### config.mk
export PLATFORM = sky130hd
export DESIGN_NAME = id_ex_reg
export DESIGN_NICKNAME = d
export VERILOG_FILES = /design/src/rtl/pipe_pkg.sv /design/src/rtl/sat_counter.sv /design/src/rtl/id_ex_reg.sv
export SDC_FILE = /design/constraint.sdc
export NUM_CORES = 1
export LEC_CHECK = 0
export BUFFER_PORTS_ARGS = -buffer_cell sky130_fd_sc_hd__buf_4
export CORE_AREA = 2 2 163 165
export DETAILED_ROUTE_END_ITERATION = 12
export DIE_AREA = 0 0 165 167
export PLACE_DENSITY_LB_ADDON = 0.1
export SYNTH_ARGS = -nofsm -noshare
export SYNTH_HDL_FRONTEND = slang
export SYNTH_HIERARCHICAL = 1
export SYNTH_SLANG_ARGS = --single-unit
### constraint.sdc
create_clock -name clk -period 2.3 [get_ports clk]
set_clock_uncertainty 0.15 [all_clocks]
set_input_delay 0.23 -clock clk [delete_from_list [all_inputs] [get_ports clk]]
set_output_delay 0.23 -clock clk [all_outputs]
set_load 0.01 [all_outputs]
### src/rtl/pipe_pkg.sv
// rtl/pipe_pkg.sv - shared pipeline control bundle and widths for the RV32 pipeline registers
package pipe_pkg;

    localparam int D_WIDTH = 32;
    localparam int A_WIDTH = 5;

    typedef struct packed {
        logic [1:0] ResultSrc;
        logic       MemWrite;
        logic [2:0] ALUControl;
        logic       ALUSrc;
        logic       RegWrite;
        logic       Jump;
        logic       Branch;
        logic       JALRctrl;
    } ctrl_t;

    localparam ctrl_t CTRL_BUBBLE = '0;

endpackage

### src/rtl/sat_counter.sv
// rtl/sat_counter.sv - saturating up-counter with synchronous active-low reset
module sat_counter #(
    parameter int CNT_WIDTH = 16
) (
    input  logic                 clk,
    input  logic                 rst_n,
    input  logic                 inc,
    output logic [CNT_WIDTH-1:0] count
);

    always_ff @(posedge clk) begin
        if (!rst_n) begin
            count <= '0;
        end else if (inc && (count != '1)) begin
            count <= count + CNT_WIDTH'(1);
        end
    end

endmodule

### src/rtl/id_ex_reg.sv
// rtl/id_ex_reg.sv - decode-to-execute pipeline register with stall, flush, valid and diagnostic counters
module id_ex_reg #(
    parameter int D_WIDTH   = pipe_pkg::D_WIDTH,
    parameter int A_WIDTH   = pipe_pkg::A_WIDTH,
    parameter int CNT_WIDTH = 16
) (
    input  logic                 clk,
    input  logic                 rst_n,
    input  logic                 StallE,
    input  logic                 FlushE,
    input  logic                 ValidD,
    input  logic [1:0]           ResultSrcD,
    input  logic                 MemWriteD,
    input  logic [2:0]           ALUControlD,
    input  logic                 ALUSrcD,
    input  logic                 RegWriteD,
    input  logic                 JumpD,
    input  logic                 BranchD,
    input  logic                 JALRctrlD,
    input  logic [2:0]           fn3D,
    input  logic [D_WIDTH-1:0]   RD1D,
    input  logic [D_WIDTH-1:0]   RD2D,
    input  logic [D_WIDTH-1:0]   PCD,
    input  logic [D_WIDTH-1:0]   PCPlus4D,
    input  logic [D_WIDTH-1:0]   ImmExtD,
    input  logic [A_WIDTH-1:0]   Rs1D,
    input  logic [A_WIDTH-1:0]   Rs2D,
    input  logic [A_WIDTH-1:0]   RdD,
    output logic [1:0]           ResultSrcE,
    output logic                 MemWriteE,
    output logic [2:0]           ALUControlE,
    output logic                 ALUSrcE,
    output logic                 RegWriteE,
    output logic                 JumpE,
    output logic                 BranchE,
    output logic                 JALRctrlE,
    output logic [2:0]           fn3E,
    output logic [D_WIDTH-1:0]   RD1E,
    output logic [D_WIDTH-1:0]   RD2E,
    output logic [D_WIDTH-1:0]   PCE,
    output logic [D_WIDTH-1:0]   PCPlus4E,
    output logic [D_WIDTH-1:0]   ImmExtE,
    output logic [A_WIDTH-1:0]   Rs1E,
    output logic [A_WIDTH-1:0]   Rs2E,
    output logic [A_WIDTH-1:0]   RdE,
    output logic                 ValidE,
    output logic [CNT_WIDTH-1:0] BubbleCnt,
    output logic [CNT_WIDTH-1:0] StallCnt
);

    import pipe_pkg::*;

    ctrl_t ctrl_d;
    ctrl_t ctrl_q;

    assign ctrl_d = '{ResultSrc:  ResultSrcD,
                      MemWrite:   MemWriteD,
                      ALUControl: ALUControlD,
                      ALUSrc:     ALUSrcD,
                      RegWrite:   RegWriteD,
                      Jump:       JumpD,
                      Branch:     BranchD,
                      JALRctrl:   JALRctrlD};

    // Bubbles clear the datapath too, so Rs/Rd of a bubble never hits a forwarding compare.
    always_ff @(posedge clk) begin
        if (!rst_n || FlushE) begin
            ctrl_q   <= CTRL_BUBBLE;
            ValidE   <= 1'b0;
            fn3E     <= '0;
            RD1E     <= '0;
            RD2E     <= '0;
            PCE      <= '0;
            PCPlus4E <= '0;
            ImmExtE  <= '0;
            Rs1E     <= '0;
            Rs2E     <= '0;
            RdE      <= '0;
        end else if (!StallE) begin
            ctrl_q   <= ctrl_d;
            ValidE   <= ValidD;
            fn3E     <= fn3D;
            RD1E     <= RD1D;
            RD2E     <= RD2D;
            PCE      <= PCD;
            PCPlus4E <= PCPlus4D;
            ImmExtE  <= ImmExtD;
            Rs1E     <= Rs1D;
            Rs2E     <= Rs2D;
            RdE      <= RdD;
        end
    end

    assign ResultSrcE  = ctrl_q.ResultSrc;
    assign MemWriteE   = ctrl_q.MemWrite;
    assign ALUControlE = ctrl_q.ALUControl;
    assign ALUSrcE     = ctrl_q.ALUSrc;
    assign RegWriteE   = ctrl_q.RegWrite;
    assign JumpE       = ctrl_q.Jump;
    assign BranchE     = ctrl_q.Branch;
    assign JALRctrlE   = ctrl_q.JALRctrl;

    // A cycle with both flush and stall is a bubble, not a stall.
    sat_counter #(.CNT_WIDTH(CNT_WIDTH)) u_bubble_cnt (
        .clk   (clk),
        .rst_n (rst_n),
        .inc   (FlushE),
        .count (BubbleCnt)
    );

    sat_counter #(.CNT_WIDTH(CNT_WIDTH)) u_stall_cnt (
        .clk   (clk),
        .rst_n (rst_n),
        .inc   (StallE && !FlushE),
        .count (StallCnt)
    );

endmodule

; ---- Word level (Yosys, flattened, before mapping)
; Cells that the tools add are included.
; W data, S select, Z words.
[word_totals]
regBits = 222
out_inout_bits = 222
wordCells = 30
[classes]
addsub = 2
eq_ne = 2
reduce_logical = 6
[ops]
columns = operator, n
row1 = $add A16 B1 Y16 const B, 2
row2 = $ne A16 B16 Y1 const B, 2
row3 = $logic_and A1 B1 Y1, 3
row4 = $logic_not A1 Y1, 2
row5 = $logic_or A1 B1 Y1, 1

; ---- Longest topological paths before layout
; Gate-level depths: netlist of run 1.
[logic_depth]
word_depth = 3
mapped_depth = 7

; ---- Hierarchy
; Netlist of run 1, hierarchy kept.
[modules_own_cells]
columns = mod, instances, cells_per_inst, area_each_um2, seq_area_each_um2
row1 = id_ex_reg, 1, 614, 6857.8, 3803.6
row2 = sat_counter, 2, 97, 837.1, 320.3

; ---- Least setup slack after synthesis of run 1
; Ideal clock, no wire load.
[synth_path]
path_kind = input to register
startpoint = input port StallE
endpoint = register u_stall_cnt.count[7]
setup_ns = 0.071
t_arrival_ns = 1.645
required_time_ns = 2.079
path_slack_ns = 0.435
stages = 6
path_buffers = 2
cell_sequence = buf_12 > buf_8 > nor2b_1 > nand2_1 > or4_1 > a21oi_1
[synth_via]
elab_chain_cells = 2
[synth_lines]
columns = item, line_no
row1 = "start, declared", id_ex_reg.sv:9  ; input logic StallE,
row2 = $logic_and A1 B1 Y1, id_ex_reg.sv:114  ; .inc (StallE && !FlushE),
row3 = $logic_and A1 B1 Y1, sat_counter.sv:14  ; end else if (inc && (count != '1)) begin
row4 = "end signal, assigned", sat_counter.sv:15  ; count <= count + CNT_WIDTH'(1);
row5 = "end, declared", sat_counter.sv:8  ; output logic [CNT_WIDTH-1:0] count
; No other way between the ends.
; A chain may end at the register's enable or synchronous reset.

; ---- Final worst setup path of run 1
[layout_path]
startpoint = input port FlushE
endpoint = register u_stall_cnt.count[9]
[layout_via]
elab_chain_cells = 3
[layout_lines]
columns = item, line_no
row1 = "start, declared", id_ex_reg.sv:10  ; input logic FlushE,
row2 = $logic_not A1 Y1, id_ex_reg.sv:114
row3 = $logic_and A1 B1 Y1, id_ex_reg.sv:114
row4 = $logic_and A1 B1 Y1, sat_counter.sv:14
; No other way between the ends.

==> impl_metrics.ini, run 1 <==
[timing]
slew_viol_final = 0
setup_viol_count_final = 0
rsz0062_at_grt = false
fmax_ghz = 0.481
fin_crit_sh_pct = 90.3
relSlewSlack_pct = 55.1
worst_pin_slew_ns = 0.665
fin_tns_setup_ns = 0
hold_viol = 0
post-route-min-period_ns = 2.08
timing.final.ws_setup_ns = 0.223

[synth]
syn_area_um2 = 8530
synthCells = 808
yosys.area.top_type = dfxtp_1
async_reset_ff_share_pct = 0
avgSynthCellArea_um2 = 10.6
synth_warnings = 6
yosys.area.top_type_share_pct = 52.1
yosysSeqAreaShare_pct = 52.1
synthFlopType = dfxtp_1
synth_seq_cells = 222
yosys-top-cells-area = dfxtp_1 (52%), mux2i_1 (23%), nor2_1 (8.8%)
synth-edff-count = 0
synthesis.nets = 1004
ys_types = 36

[route]
wl_per_cell_um = 15.8
drt_iter0_markers = 371
drc = 0
dr.pass1.iters = 4
drtAntennaViolNets = 0
num_vias = 8047
via_per_inst = 4.55
wirelength_mm = 27.9

[die]
placementRows = 59
num_io_pins = 416
die_x_um = 165
die_h_um = 167
design.core.area_um2 = 25800
start_util_pct = 33.1
dieArea_um2 = 27600

[critical_path]
end_kind = flip-flop
startpoint_type = primary input
crit_type = primary input to flip-flop
path_cells = dlygate4sd3_1 > buf_4 > nor2b_1 > nand2_1 > or4_1 > a21oi_1
worstPathRequired_ns = 2.59
cp_max_fo = 10
cp.arrival_ns = 2.37
slowest_stage = dlygate4sd3_1
slowest_delay_ns = 0.56
r2r_cells = 4

[final_layout]
register_area_um2 = 4440
nFillCells = 2198
diodes = 0
multi_input_area_um2 = 3620
areaGrowthSynthToFinish_pct = 72.6
drive_gt1_share_pct = 33.7
nNetsFinal = 1608
design_area_um2 = 14700

[grt]
grt_pass1_vias = 8132
track_usage_pct = 19.4
grt_pass1_wl_mm = 43.0
antenna_found_initial = 0
grt_max_degree = 68
gr-total-overflow = 0

[clock_tree]
cts_buffers = 26
cts_resized = 0
htreeDepth = 1
clk_path_buf_depth = 3
cts_sinks = 222
cts.clk_slew.worst_paths_ns = 0.06
cts-root-buf = clkbuf_16
cts_tree = yes
clk_latency_ns = 0.51
cts_setup_buffers = 0

[placement]
place_congestion = 0.782
place_area_um2 = 11800
dp_slack_ns = 0.307
hpwl_mm = 19.0
port_buffers = 415

[outcome]
status = finished, final reports clean

[pwr]
max-vdd-ir-drop_mv = 0.516
p_leak_uw = 0.00694
cellPowerDensity_nw_per_um2 = 676

[flow_run]
max_cap_violations = 0

[hold_path]
hold_path.class = primary input to flip-flop
whs_path_depth = 4
path summary, 6_finish.rpt:
path	endpoint	startpoint	slack [ns]
max	u_stall_cnt/count[9]$_SDFFE_PN0P_	FlushE	0.22
min	u_stall_cnt/count[1]$_SDFFE_PN0P_	StallE	0.08
max reg2reg	u_stall_cnt/count[13]$_SDFFE_PN0P_	u_stall_cnt/count[8]$_SDFFE_PN0P_	0.45
min reg2reg	RD2E[9]$_SDFFE_PP0N_	RD2E[9]$_SDFFE_PP0N_	0.34
per-layer routing:
layer / global-route usage [%] / up-vias / part of all wire [%] / wire length (µm)
li1: - / 3997 / - / -
met1: 22.0 / 3670 / 39 / 10800
met2: 34.5 / 321 / 50 / 13800
met3: 5.58 / 59 / 8.8 / 2460
met4: 6.16 / 0 / 2.9 / 809
met5: 0 / - / 0 / 0
cell usage after synthesis (all sizes together) (5+ instances only):
library cell / n
o31ai: 10
inv: 8
nand2b: 5
clkbuf: 10
or3: 6
mux2i: 196
a21oi: 18
nor2: 200
nor4: 8
dfxtp: 222
buf: 36
o21ai: 8
nand2: 20
nand3: 12
nand4: 8
and4: 6
or4: 10
registers in the layout (all words and copies together) (netlist names), 16 cells and up:
| register | flops |
|---|---|
| u_stall_cnt/count | 16 |
| u_bubble_cnt/count | 16 |
| ImmExtE | 32 |
| PCE | 32 |
| RD1E | 32 |
| RD2E | 32 |
| PCPlus4E | 32 |
what timing repair did:
item | in CTS | in global routing
hold endpoints to repair | 198 | 0
endpoints found under the setup margin | 0 | 0
hold buffers | 192 | 0
cell type report:
| cell class | count | share of cell area, % |
|---|---|---|
| clock buffers | 34 | 5.04 |
| inverters | 8 | 0.204 |
| multi-input cells | 532 | 24.6 |
| flip-flops and latches | 222 | 30.2 |
| well taps | 335 | 2.85 |
| repair buffers | 622 | 35.5 |
| clock inverters | 14 | 1.71 |
worst max-delay path, delay by kind of cell:
kind                   cells  cell delay (ns)
AO/OA/AOI/OAI              1             0.15
buffers and inverters      2             0.73
AND/OR/NAND/NOR            3             1.25
report_power, final:
group          leakage (µW)  switching (µW)  total [µW]  internal (µW)
clock network      0.000488            1650        4710           3050
registers           0.00181            63.4        4020           3960
logic               0.00465             482        1230            746
logic make-up (layout without fill, tap and decap cells):
| kind of cell | count (synthesis) | in the layout | synth area share [%] |
|---|---|---|---|
| XOR/XNOR | 4 | 4 | 0.411 |
| multiplexers | 196 | 196 | 23.0 |
| buffers and inverters | 54 | 678 | 5.62 |
| flip-flops | 222 | 222 | 52.1 |
| adder cells (fa/ha/maj) | 2 | 2 | 0.293 |
| AO/OA/AOI/OAI | 44 | 44 | 3.23 |
| AND/OR/NAND/NOR | 286 | 286 | 15.4 |
through the flow:
step,util (%),std cells,hold slack [ns],total power [µW]
2_1_floorplan,-,808,0.213,4570
3_3_place_gp,45.8,1527,0.308,5040
3_5_place_dp,45.8,1527,0.317,5060
4_1_cts,57.1,1767,0.0548,10100
5_1_grt,57.1,1767,0.0784,10400
6_report,57.1,1767,0.0753,9960
cells in the final DEF, fill, tap and decap left out, types with 3 or more instances in the layout:
cell type	Yosys	final
nor2_1	200	200
nor4_1	6	6
nand3_1	12	12
nand2b_1	5	4
or3_1	4	4
bufinv_16	0	7
dlygate4sd3_1	0	192
mux2i_1	196	196
buf_4	2	424
dfxtp_1	222	222
inv_1	8	8
nor3_1	4	4
a21oi_1	18	18
o31ai_1	10	10
nand2_1	20	20
clkbuf_1	10	3
clkinv_2	0	5
buf_12	2	5
clkbuf_16	0	27
o21ai_0	8	8
clkbuf_8	0	4
nand4_1	6	6
or4_1	10	10
and4_1	6	6
(Power assumes the default switching activity.)
==> inputs of run 2 (changes only) <==
ABC_AREA = 1   (was not set)
==> impl_metrics.ini, run 2 <==
[hold_path]
hold_path.class = primary input to flip-flop

[die]
placementRows = 59
design.core.area_um2 = 25800
die_h_um = 167
start_util_pct = 33.7
die_x_um = 165
dieArea_um2 = 27600
num_io_pins = 416

[placement]
port_buffers = 415
place_congestion = 0.800
dp_slack_ns = 0.512
place_inst = 1816
hpwl_mm = 19.5

[grt]
gr-total-overflow = 0
antenna_found_initial = 0
grt_max_degree = 191
grt_pass1_vias = 9014
grt_pass1_wl_mm = 46.1
track_usage_pct = 20.4

[final_layout]
drive_gt1_share_pct = 31.9
areaGrowthSynthToFinish_pct = 69.2
final_common_cell = nand2_1
final_core_util_pct = 57.1
layout_common_cells = nand2_1 (444), buf_4 (419), dfxtp_1 (222)
diodes = 0
nNetsFinal = 1896
stdcell_count = 2054

[clock_tree]
clk_latency_ns = 0.53
cts_buffers = 26
cts_sinks = 222
cts-root-buf = clkbuf_16
cts_setup_buffers = 0
clk_path_buf_depth = 3
htreeDepth = 1
cts_tree = yes
cts.clk_slew.worst_paths_ns = 0.06

[synth]
yosysMostFrequentCell = nand2_1
yosys.area.top_type_share_pct = 51.1
synth_warnings = 6
ys_types = 23
synth_seq_cells = 222
async_reset_ff_share_pct = 0
yosys-top-cells-area = dfxtp_1 (51%), nand2_1 (19%), a21oi_1 (11%)
synth-edff-count = 0
synthFlopType = dfxtp_1
syn_area_um2 = 8690
avgSynthCellArea_um2 = 7.73
yosysSeqAreaShare_pct = 51.1
synthCells = 1124
yosys.area.top_type = dfxtp_1
synthesis.nets = 1320
synth_commonest_cells = nand2_1 (444), dfxtp_1 (222), a21oi_1 (184)

[pwr]
power_switching_uw = 2230
p_seq_share_pct = 42.9
power_uw = 9380
switching_share_pct = 23.8
p_leak_uw = 0.00654
p_comb_share_pct = 12.7
clockPowerShare_pct = 44.5
internal-power_uw = 7150
max-vdd-ir-drop_mv = 0.440
cellPowerDensity_nw_per_um2 = 638

[timing]
rsz0062_at_grt = false
fin_crit_sh_pct = 78.3
relSlewSlack_pct = 33.6
timing.final.ws_setup_ns = 0.500
hold_viol = 0
setup_viol_count_final = 0
slew_viol_final = 0
post-route-min-period_ns = 1.80
worst_pin_slew_ns = 0.997
fin_tns_setup_ns = 0
fmax_ghz = 0.556

[critical_path]
cp_max_fo = 10
crit_type = primary input to flip-flop
startpoint_type = primary input
cp.arrival_ns = 2.07
worstPathRequired_ns = 2.57
end_kind = flip-flop

[route]
wirelength_mm = 29.7
via_per_inst = 4.52
drt_iter0_markers = 464
num_vias = 9290
drc = 0
wl_per_cell_um = 14.5
dr.pass1.iters = 4
drtAntennaViolNets = 0

[flow_run]
max_cap_violations = 0

[outcome]
status = finished, final reports clean
[run 2: metal layers]
| layer | vias up | global-route usage [%] | routed length (µm) |
|---|---|---|---|
| met3 | 55 | 5.60 | 2320 |
| met4 | 0 | 7.11 | 920 |
| met2 | 291 | 35.2 | 14500 |
| met5 | - | 0 | 0 |
| met1 | 4211 | 24.2 | 12000 |
| li1 | 4733 | - | - |
[run 2: final cells by class]
cell class / instances / area, µm²
repair buffers: 616 / 5170
multi-input cells: 814 / 3730
well taps: 335 / 419
clock buffers: 35 / 714
fillers: 2360 / 11100
clock inverters: 12 / 153
flip-flops and latches: 222 / 4440
inverters: 20 / 80.1
[run 2: logic make-up after synthesis]
kind of cell / after synthesis / synth area share [%]
AND/OR/NAND/NOR: 608 / 29.8
AO/OA/AOI/OAI: 204 / 12.6
adder cells (fa/ha/maj): 2 / 0.288
flip-flops: 222 / 51.1
buffers and inverters: 88 / 6.13
[run 2: power by group through the flow]
stage	clock, µW	sequential [µW]	combinational [µW]
after detailed placement	0	4100	918
after global routing	4450	4030	1290
after floorplan	0	4150	363
final	4170	4020	1190
after global placement	0	4100	913
after CTS	4300	4020	1190
[run 2: stage by stage]
step	hold WS, ns	instance area (µm²)
after global routing	0.115	14700
after CTS	0.0944	14700
after global placement	0.299	11900
final	0.114	14700
after detailed placement	0.299	11900
after floorplan	0.223	8690
[run 2: worst paths after layout]
kind / to / start / slack [ns] / cells after the start
max: u_stall_cnt/count[13]$_SDFFE_PN0P_ / FlushE / 0.50 / 9
min: u_stall_cnt/count[0]$_SDFFE_PN0P_ / rst_n / 0.11 / 4
max reg2reg: u_stall_cnt/count[14]$_SDFFE_PN0P_ / u_stall_cnt/count[0]$_SDFFE_PN0P_ / 0.63 / 6
min reg2reg: JALRctrlE$_SDFFE_PP0N_ / JALRctrlE$_SDFFE_PP0N_ / 0.30 / 2
[run 2: critical path, cell delays in order]
cell,delay (ns)
dlygate4sd3_1,0.54
buf_4,0.18
nor2_1,0.41
nand3_1,0.15
or2_0,0.21
nor2_1,0.15
nand3_1,0.09
nand2_1,0.06
nor2_1,0.04
[run 2: repair_timing]
action / CTS / global route
gates resized for setup: 0 / 0
endpoints found under the hold margin: 192 / 0
hold buffers: 191 / 0
endpoints found under the setup margin: 0 / 0
